File: src/rtl/load_store_unit.sv
// RV32I load/store unit: validates width/alignment, drives a registered MMU
// port for one access at a time and returns extended load data or a fault.
module load_store_unit (
  input  logic        clk,
  input  logic        reset,
  input  logic        req_valid,
  input  logic        req_is_store,
  input  logic [2:0]  req_funct3,
  input  logic [31:0] req_addr,
  input  logic [31:0] req_wdata,
  output logic        req_ready,
  output logic        pipe_stall,
  output logic        resp_valid,
  output logic [31:0] resp_rdata,
  output logic        fault,
  output logic [1:0]  fault_cause,
  output logic [31:0] mmu_addy,
  output logic [31:0] mmu_datain,
  output logic        mmu_wen,
  output logic        mmu_ren,
  output logic [3:0]  mmu_byte_select,
  input  logic        mmu_nostall,
  input  logic [31:0] mmu_dataout
);

  typedef enum logic [1:0] {IDLE, ACCESS, DONE} state_t;

  state_t      state;
  logic [2:0]  funct3_q;
  logic [1:0]  addr_lo;
  logic        is_store_q;
  logic [7:0]  wait_cnt;

  logic        illegal, misaligned;
  logic [3:0]  be;
  logic [31:0] wdat, shifted, load_ext;

  assign req_ready  = (state != ACCESS);
  assign pipe_stall = req_valid && !req_ready;

  // Request decode; BU/HU share the low funct3 bits with B/H.
  always_comb begin
    illegal    = (req_funct3 == 3'b011) || (req_funct3 == 3'b110) ||
                 (req_funct3 == 3'b111) || (req_is_store && req_funct3[2]);
    misaligned = ((req_funct3[1:0] == 2'b01) && req_addr[0]) ||
                 ((req_funct3[1:0] == 2'b10) && (req_addr[1:0] != 2'b00));
    case (req_funct3[1:0])
      2'b00:   begin be = 4'b0001 << req_addr[1:0]; wdat = {4{req_wdata[7:0]}};  end
      2'b01:   begin be = 4'b0011 << req_addr[1:0]; wdat = {2{req_wdata[15:0]}}; end
      default: begin be = 4'b1111;                  wdat = req_wdata;            end
    endcase
  end

  always_comb begin
    shifted = mmu_dataout >> {addr_lo, 3'b000};
    case (funct3_q)
      3'b000:  load_ext = {{24{shifted[7]}}, shifted[7:0]};
      3'b001:  load_ext = {{16{shifted[15]}}, shifted[15:0]};
      3'b100:  load_ext = {24'd0, shifted[7:0]};
      3'b101:  load_ext = {16'd0, shifted[15:0]};
      default: load_ext = shifted;
    endcase
  end

  always_ff @(posedge clk) begin
    if (reset) begin
      state           <= IDLE;
      funct3_q        <= 3'd0;
      addr_lo         <= 2'd0;
      is_store_q      <= 1'b0;
      wait_cnt        <= 8'd0;
      resp_valid      <= 1'b0;
      resp_rdata      <= 32'd0;
      fault           <= 1'b0;
      fault_cause     <= 2'b00;
      mmu_addy        <= 32'd0;
      mmu_datain      <= 32'd0;
      mmu_wen         <= 1'b0;
      mmu_ren         <= 1'b0;
      mmu_byte_select <= 4'd0;
    end else begin
      resp_valid  <= 1'b0;
      resp_rdata  <= 32'd0;
      fault       <= 1'b0;
      fault_cause <= 2'b00;
      case (state)
        IDLE, DONE: begin
          state <= IDLE;
          if (req_valid) begin
            funct3_q   <= req_funct3;
            addr_lo    <= req_addr[1:0];
            is_store_q <= req_is_store;
            wait_cnt   <= 8'd0;
            if (illegal || misaligned) begin
              state       <= DONE;
              resp_valid  <= 1'b1;
              fault       <= 1'b1;
              fault_cause <= illegal ? 2'b10 : 2'b01;
            end else begin
              state           <= ACCESS;
              mmu_addy        <= {req_addr[31:2], 2'b00};
              mmu_datain      <= wdat;
              mmu_wen         <= req_is_store;
              mmu_ren         <= !req_is_store;
              mmu_byte_select <= be;
            end
          end
        end
        ACCESS: begin
          if (mmu_nostall || wait_cnt == 8'd254) begin
            state           <= DONE;
            resp_valid      <= 1'b1;
            mmu_wen         <= 1'b0;
            mmu_ren         <= 1'b0;
            mmu_byte_select <= 4'd0;
            if (mmu_nostall) begin
              resp_rdata <= is_store_q ? 32'd0 : load_ext;
            end else begin
              // 255th stalled edge: abandon the access.
              wait_cnt    <= wait_cnt + 8'd1;
              fault       <= 1'b1;
              fault_cause <= 2'b11;
            end
          end else begin
            wait_cnt <= wait_cnt + 8'd1;
          end
        end
        default: state <= IDLE;
      endcase
    end
  end

endmodule
File: config.mk
export PLATFORM = sky130hd
export DESIGN_NAME = load_store_unit
export DESIGN_NICKNAME = d
export VERILOG_FILES = /design/src/rtl/load_store_unit.sv
export SDC_FILE = /design/constraint.sdc
export NUM_CORES = 1
export LEC_CHECK = 0
export CORE_UTILIZATION = 45
export DETAILED_ROUTE_END_ITERATION = 10
export PLACE_DENSITY = 0.89
export SLEW_MARGIN = 30
export SYNTH_ARGS = -nofsm -noshare
export SYNTH_HDL_FRONTEND = slang
export SYNTH_SLANG_ARGS = --single-unit
File: constraint.sdc
create_clock -name clk -period 2.6 [get_ports clk]
set_clock_uncertainty 0.05 [all_clocks]
set_input_delay 0.26 -clock clk [delete_from_list [all_inputs] [get_ports clk]]
set_output_delay 0.26 -clock clk [all_outputs]
set_load 0.005 [all_outputs]
==> flow_summary_export.csv <==
group,metric,value,unit
routing,drt_pass1_iterations,5,
synth,synth-edff-count,0,
floorplan,die_area,11920,sq um
global_route,grt_max_degree,63,
timing,relSlewSlack,53.39,%
cts,cts_max_level,4,
routing,wl_met3,1684,um
global_route,overflow,0,
cts,cts.reportedPaths.clkPinSlew,0.05,ns
power,seq_power_share,39.5,%
routing,postRouteAntennaNets,0,
timing,setup_tns,0,ns
timing,fin_ws,0.4910,ns
setup_path,critPathSlowestCell,"clkdlybuf4s50_1",
setup_path,worstPathMaxFanout,27,
setup_path,reg2reg_depth,4,
synth,synth_area_leaders,"dfxtp_1 46%, nand2_1 10%, a21oi_1 7.9%",
timing,period_needed,2.109,ns
outcome,status,"complete, no violations",
cts,cts_resized,0,
floorplan,initial_core_util,46.87,%
floorplan,die_y,109.2,um
synth,avgSynthCellArea,8.448,sq um
floorplan,die_x,109.2,um
placement,gp_congestion,0.8522,
floorplan,num_io_pins,212,
global_route,grt_pass1_wl,23930,um
global_route,antenna_found_initial,0,
timing,setup_viol,0,
routing,drt_iter0_markers,297,
cts,clk-insertion-delay-late,0.40,ns
timing,finalHoldViolCount,0,
hold_path,hp-class,"input pin to register",
flow_run,cap_violations,0,
setup_path,critPathKind,"input pin to register",
timing,fin_crit_sh,81.12,%
routing,vias,5140,
power,internal_power,0.003791,W
setup_path,reg2reg_slack,0.78,ns
floorplan,num_rows,38,
hold_path,hold_depth,2,
cts,numCtsBuffers,17,
cts,post-cts-setup-buffers,0,
synth,async_flop_share,0,%
setup_path,cp-end-kind,"register",
synth,synth_flop_cell,"dfxtp_1",
synth,synthDistinctLibCells,49,
power,power_switching,0.001161,W
setup_path,required,2.85,ns
cts,cts_tree,"done",
routing,highest_layer,"met4",
routing,remaining_drc_errors,0,
placement,io_buffers,209,
timing,max_slew.worst_pin.slew,0.6991,ns
synth,yosys.area.top_type_share,46.47,%
synth,ys_warn_count,0,
final_layout,diodes,0,
placement,dpl_cell_area,7323,sq um
setup_path,r2r-start,"addr_lo[0]",
setup_path,cpPeakStageDelay,0.60,ns
timing,rsz0062_at_grt,"false",
routing,wl_met1,5736,um
final_layout,design_area,7906,sq um
placement,dp_cells,922,
power,comb_power_share,14.3,%
setup_path,r2r_end,"resp_rdata[10]",
hold_path,min_from,"reset",
timing,drv_slew,0,
final_layout,fin_cells,953,
routing,via_per_inst,5.393,
cts,cts_hold_buf,0,
synth,syn_inst,612,
routing,wire_per_inst,16.33,um
global_route,grt_pass1_vias,5031,
setup_path,cp.arrival,2.36,ns
power,clkPwrFrac,46.2,%
placement,dp_hpwl,11090,um
setup_path,cp-start-kind,"input pin",
power,p_total,0.004951,W
timing,max_freq,474.2,MHz
synth,synth_seq_area_share,46.47,%
placement,dp_slack,0.1326,ns
synth,synth-seq-cells,120,
final_layout,num-nets-final,907,
cts,clock_sinks,120,
routing,dr_wl_met2,7783,um
power,powerDensity,626.2,nW/um^2
synth,syn_area,5170,sq um
setup_path,path_cells,"clkdlybuf4s50_1, a221oi_2, o21a_2, buf_12, nor2_1, a311oi_2",
hold_path,hold_end,"fault_cause[1]",
final_layout,synthToLayoutAreaGrowth,52.93,%
floorplan,core_area,11030,sq um
synth,yosysTopAreaCell,"dfxtp_1",
power,switching_share,23.44,%
global_route,track_usage,26.11,%
cts,cts_buffer_depth,2,
routing,routed_wl,15560,um
final_layout,drive_gt1_share,8.733,%
power,p_leak,2.881,nW
cts,ctsRootBufferMaster,"clkbuf_16",
power,ir_drop,0.4375,mV
sequential cells by signal (all words and copies together) (netlist names):
register and cells:
mmu_addy 30, resp_valid 1, mmu_byte_select 4, fault_cause 2
fault 1, funct3_q 3, resp_rdata 32, is_store_q 1
mmu_datain 32, state 2, mmu_ren 1, mmu_wen 1
wait_cnt 8, addr_lo 2
synthesized netlist by cell type (all sizes together) (3+ instances only):
| cell type | instances |
|---|---|
| clkbuf | 28 |
| buf | 27 |
| a32o | 3 |
| nor2 | 40 |
| o211ai | 3 |
| a211oi | 22 |
| o21ai | 31 |
| nor2b | 12 |
| a311oi | 8 |
| dfxtp | 120 |
| mux2 | 11 |
| a21oi | 82 |
| xor2 | 8 |
| nand2 | 142 |
| and2 | 9 |
| mux2i | 24 |
| nand2b | 3 |
| inv | 3 |
logic make-up (layout without fill, tap and decap cells):
logic type / Yosys count / after routing / share of synthesized area [%]
other cells: 1 / 2 / 0.07253
fa+ha+maj: 2 / 2 / 0.4839
xor+xnor: 10 / 10 / 1.694
buf+inv: 58 / 258 / 5.542
flops: 120 / 120 / 46.47
compound gates: 162 / 162 / 19.85
simple gates: 224 / 224 / 18.85
mux: 35 / 35 / 7.043
cell usage in the layout (no fill, tap or decap), types with 3 or more instances in the layout:
cell type	synthesis	layout
clkdlybuf4s50_1	0	208
nand2_1	142	142
dfxtp_1	120	120
a21oi_1	82	82
nor2_1	40	40
o21ai_0	29	29
mux2i_1	24	24
a211oi_1	22	22
clkbuf_16	0	17
nor2b_1	12	12
buf_4	7	12
mux2_2	11	11
and2_1	9	9
xor2_1	8	8
a311oi_2	8	8
clkbuf_8	0	4
clkinv_2	0	4
inv_1	3	3
nand2b_1	3	3
a32o_1	3	3
o211ai_1	3	3
buf_12	0	3
power groups by stage:
stage	clock network, W	logic [W]	registers (W)
detailed placement	0	0.000698	0.00199
finish	0.00229	0.000708	0.00196
global route	0.00239	0.000765	0.00196
CTS	0.00231	0.000706	0.00196
global placement	0	0.000679	0.00199
floorplan	0	0.000327	0.00199
how the worst max path moves through the flow:
stage           startpoint              to  slack [ns]  cells past startpoint
2_1_floorplan   addr_lo[1]  resp_rdata[26]        1.03                      7
3_3_place_gp   req_addr[0]   mmu_datain[9]        0.28                      6
3_5_place_dp   req_addr[0]  mmu_datain[10]        0.13                      6
4_1_cts        req_addr[0]  mmu_datain[10]        0.55                      6
5_1_grt        req_addr[0]  mmu_datain[10]        0.41                      6
6_report       req_addr[0]  mmu_datain[10]        0.49                      6
final cells by class:
| class | instances | area [sq um] |
|---|---|---|
| tap | 140 | 175.2 |
| inverter | 3 | 11.26 |
| timing repair buffer | 224 | 2237 |
| fill | 789 | 3124 |
| sequential | 120 | 2402 |
| clock buffer | 23 | 488.0 |
| multi-input combinational | 435 | 2497 |
| clock inverter | 8 | 95.09 |
metal layers:
metal,vias to the layer above,global-route usage [%]
met2,248,45.37
li1,2472,-
met1,2392,27.10
met3,28,10.94
met4,0,12.48
met5,-,0
stage by stage:
step / utilization, % / hold slack (ns)
global route: 71.68 / 0.2053
floorplan: - / 0.3460
detailed placement: 66.39 / 0.3975
global placement: 66.39 / 0.3910
finish: 71.68 / 0.1888
CTS: 71.68 / 0.1760
critical path: cells and delay by family:
| family | cells | cell delay, ns |
|---|---|---|
| AO/OA/AOI/OAI | 3 | 1.19 |
| buffers and inverters | 2 | 0.83 |
| AND/OR/NAND/NOR | 1 | 0.08 |
Power figures use the tool's default switching activity.
==> variant: new RTL, config.mk and constraints unchanged <==
Encoding of `state_t`: now one-hot (3 bits for 3 states).
--- a/src/rtl/load_store_unit.sv
+++ b/src/rtl/load_store_unit.sv
@@ -23,7 +23,7 @@
   input  logic [31:0] mmu_dataout
 );
 
-  typedef enum logic [1:0] {IDLE, ACCESS, DONE} state_t;
+  typedef enum logic [2:0] {IDLE = 3'b001, ACCESS = 3'b010, DONE = 3'b100} state_t;
 
   state_t      state;
   logic [2:0]  funct3_q;
Function: no difference found for any inputs over 4 cycles, from zero or initial values and one cycle with reset high; so few cycles prove little.
==> variant against the original RTL <==
Wire length increased by 5.0%. Die area increased by 0.97%. Combinational power increased by 13%. Critical endpoint is now pipe_stall. Count of clock-buffer cells in the layout decreased by 2. Total power increased by 3.8%. Synthesized area increased by 0.99%. Critical path type is now reg2out. Critical path depth decreased by 3. Register-to-register slack got worse by 0.21 ns. Setup slack got worse by 0.0028 ns. Sequential cell count increased by 1. Design area increased by 1.4%.
==> variant: results (changes against the original RTL) <==
metric,value,unit,change
status,finished clean,,
via/cell ratio,5.49,,+1.8%
crit-path max FO,8,,-70%
first-pass GRT wire length,25000,microns,+4.6%
worst hold path type,in2reg,,
DR pass1 iterations,4,,-1
placed instance area,7420,sq um,+1.4%
Critical-path top delay cell,clkdlybuf4s50_1,,
"setup slack, reg-to-reg",0.57,ns,-0.21 ns
gpl congestion,0.903,,+6.0%
Rel. slew slack,51.6,%,-1.8 points
hold_sp,reset,,
pin count of the biggest net entering global routing,79,,+25%
Max stage delay on crit path,0.51,ns,-0.09 ns
biggest regs,"mmu_datain: 32 flops, resp_rdata: 32 flops, mmu_addy: 30 flops",,
CTS Buf Count,17,,unchanged
Root Buffer,clkbuf_16,,
vias in the first global route,5185,,+3.1%
IO buf count,209,,unchanged
Detailed Route Iter0 Violations,215,,-28%
hpwl dp,11600,microns,+4.4%
Max VDD drop,0.370,mV,-15%
Static Leakage,2.86,nW,-0.70%
"Reg clk slew, reported paths",0.05,ns,about the same
r2r startpoint,state[0],,
post-DR wirelength/cell,16.8,microns,+2.7%
Post-CTS Resized,0,,unchanged
antenna-violating nets left,0,,unchanged
Synth area leaders,"dfxtp_1 (46%), nand2_1 (10%), a21oi_1 (9.1%), mux2i_1 (4.8%), a211oi_1 (3.3%)",,
YS warnings,0,,unchanged
# diodes,0,,unchanged
Post-synth top cells,"nand2_1 (142), dfxtp_1 (121), a21oi_1 (95)",,
layout cell share with drive strength beyond 1,7.43,%,-1.3 points
GRT Util Overall,27.4,%,+1.3 points
pre-CTS setup slack,0.159,ns,+0.0265 ns
Netlist cell types,54,,+10%
"Clk Latency, worst-skew pair",0.41,ns,
Post-CTS Setup Bufs,0,,unchanged
worst flop-to-flop path endpoint,mmu_wen,,
clock buffer depth,2,,unchanged
Worst R2R Path Depth,5,,+1
initial antenna violation count,0,,unchanged
Hold Path Cell Cnt,2,,unchanged
H-tree levels,4,,unchanged
register area share after synthesis,46.4,%,-0.073 points
Worst Path Arrival,1.80,ns,-0.56 ns
critical path's top delay family,buffers and inverters,,
ys flop type,dfxtp_1,,
Layout Nets,930,,+2.5%
Hold Path Sink,funct3_q[1],,
Final setup viols,0,,unchanged
Switching Power,1.23,mW,+6.3%
## variant: cell count changes in the layout (fill, tap and decap cells not counted), moves of 8 or more
cell	before	now
a311oi_1	0	8
nor2_1	40	30
a21oi_1	82	95
a311oi_2	8	0
o21ai_0	29	19
o211ai_1	3	11
## variant: power groups by stage
| stage | clock network [mW] | logic, mW | registers, mW |
|---|---|---|---|
| global placement | 0 | 0.769 | 2.02 |
| detailed placement | 0 | 0.788 | 2.02 |
| finish | 2.36 | 0.798 | 1.99 |
| CTS | 2.38 | 0.797 | 1.99 |
| floorplan | 0 | 0.380 | 2.02 |
| global route | 2.48 | 0.864 | 2.00 |
## variant: how the worst max path moves through the flow
stage,startpoint,end,slack (ns)
2_1_floorplan,addr_lo[0],resp_rdata[16],0.63
3_3_place_gp,req_funct3[0],mmu_datain[11],0.26
3_5_place_dp,req_funct3[0],mmu_datain[13],0.16
4_1_cts,state[1],pipe_stall,0.48
5_1_grt,state[1],pipe_stall,0.40
6_report,state[1],pipe_stall,0.49
## variant: per-layer routing
layer  GRT usage [%]  vias up  share of wire, %
li1                -     2592                 -
met4            11.4        0               2.1
met1            29.8     2497                39
met5               0        -                 0
met3            11.8       26                10
met2            46.6      240                49
## variant: layout make-up
| type | instances | area [sq um] |
|---|---|---|
| Multi-Input combinational cell | 452 | 2570 |
| Tap cell | 140 | 175 |
| Fill cell | 823 | 3060 |
| Timing Repair Buffer | 225 | 2230 |
| Inverter | 7 | 26.3 |
| Sequential cell | 121 | 2420 |
| Clock buffer | 21 | 470 |
| Clock inverter | 9 | 123 |
## variant: kinds of logic (layout without fill, tap and decap cells)
family / after synthesis / count (layout) / share of synthesized area [%]
simple gates: 230 / 230 / 19.7
buf+inv: 56 / 262 / 4.65
fa+ha+maj: 2 / 2 / 0.479
flops: 121 / 121 / 46.4
other cells: 1 / 2 / 0.0718
compound gates: 180 / 180 / 21.0
mux: 35 / 35 / 7.17
xor+xnor: 3 / 3 / 0.503
## variant: stage by stage
stage / hold WS (ns) / total power, mW / cells
CTS: 0.0850 / 5.16 / 975
detailed placement: 0.399 / 2.81 / 945
finish: 0.0918 / 5.14 / 975
global route: 0.0885 / 5.34 / 975
global placement: 0.392 / 2.79 / 945
floorplan: 0.330 / 2.39 / 629
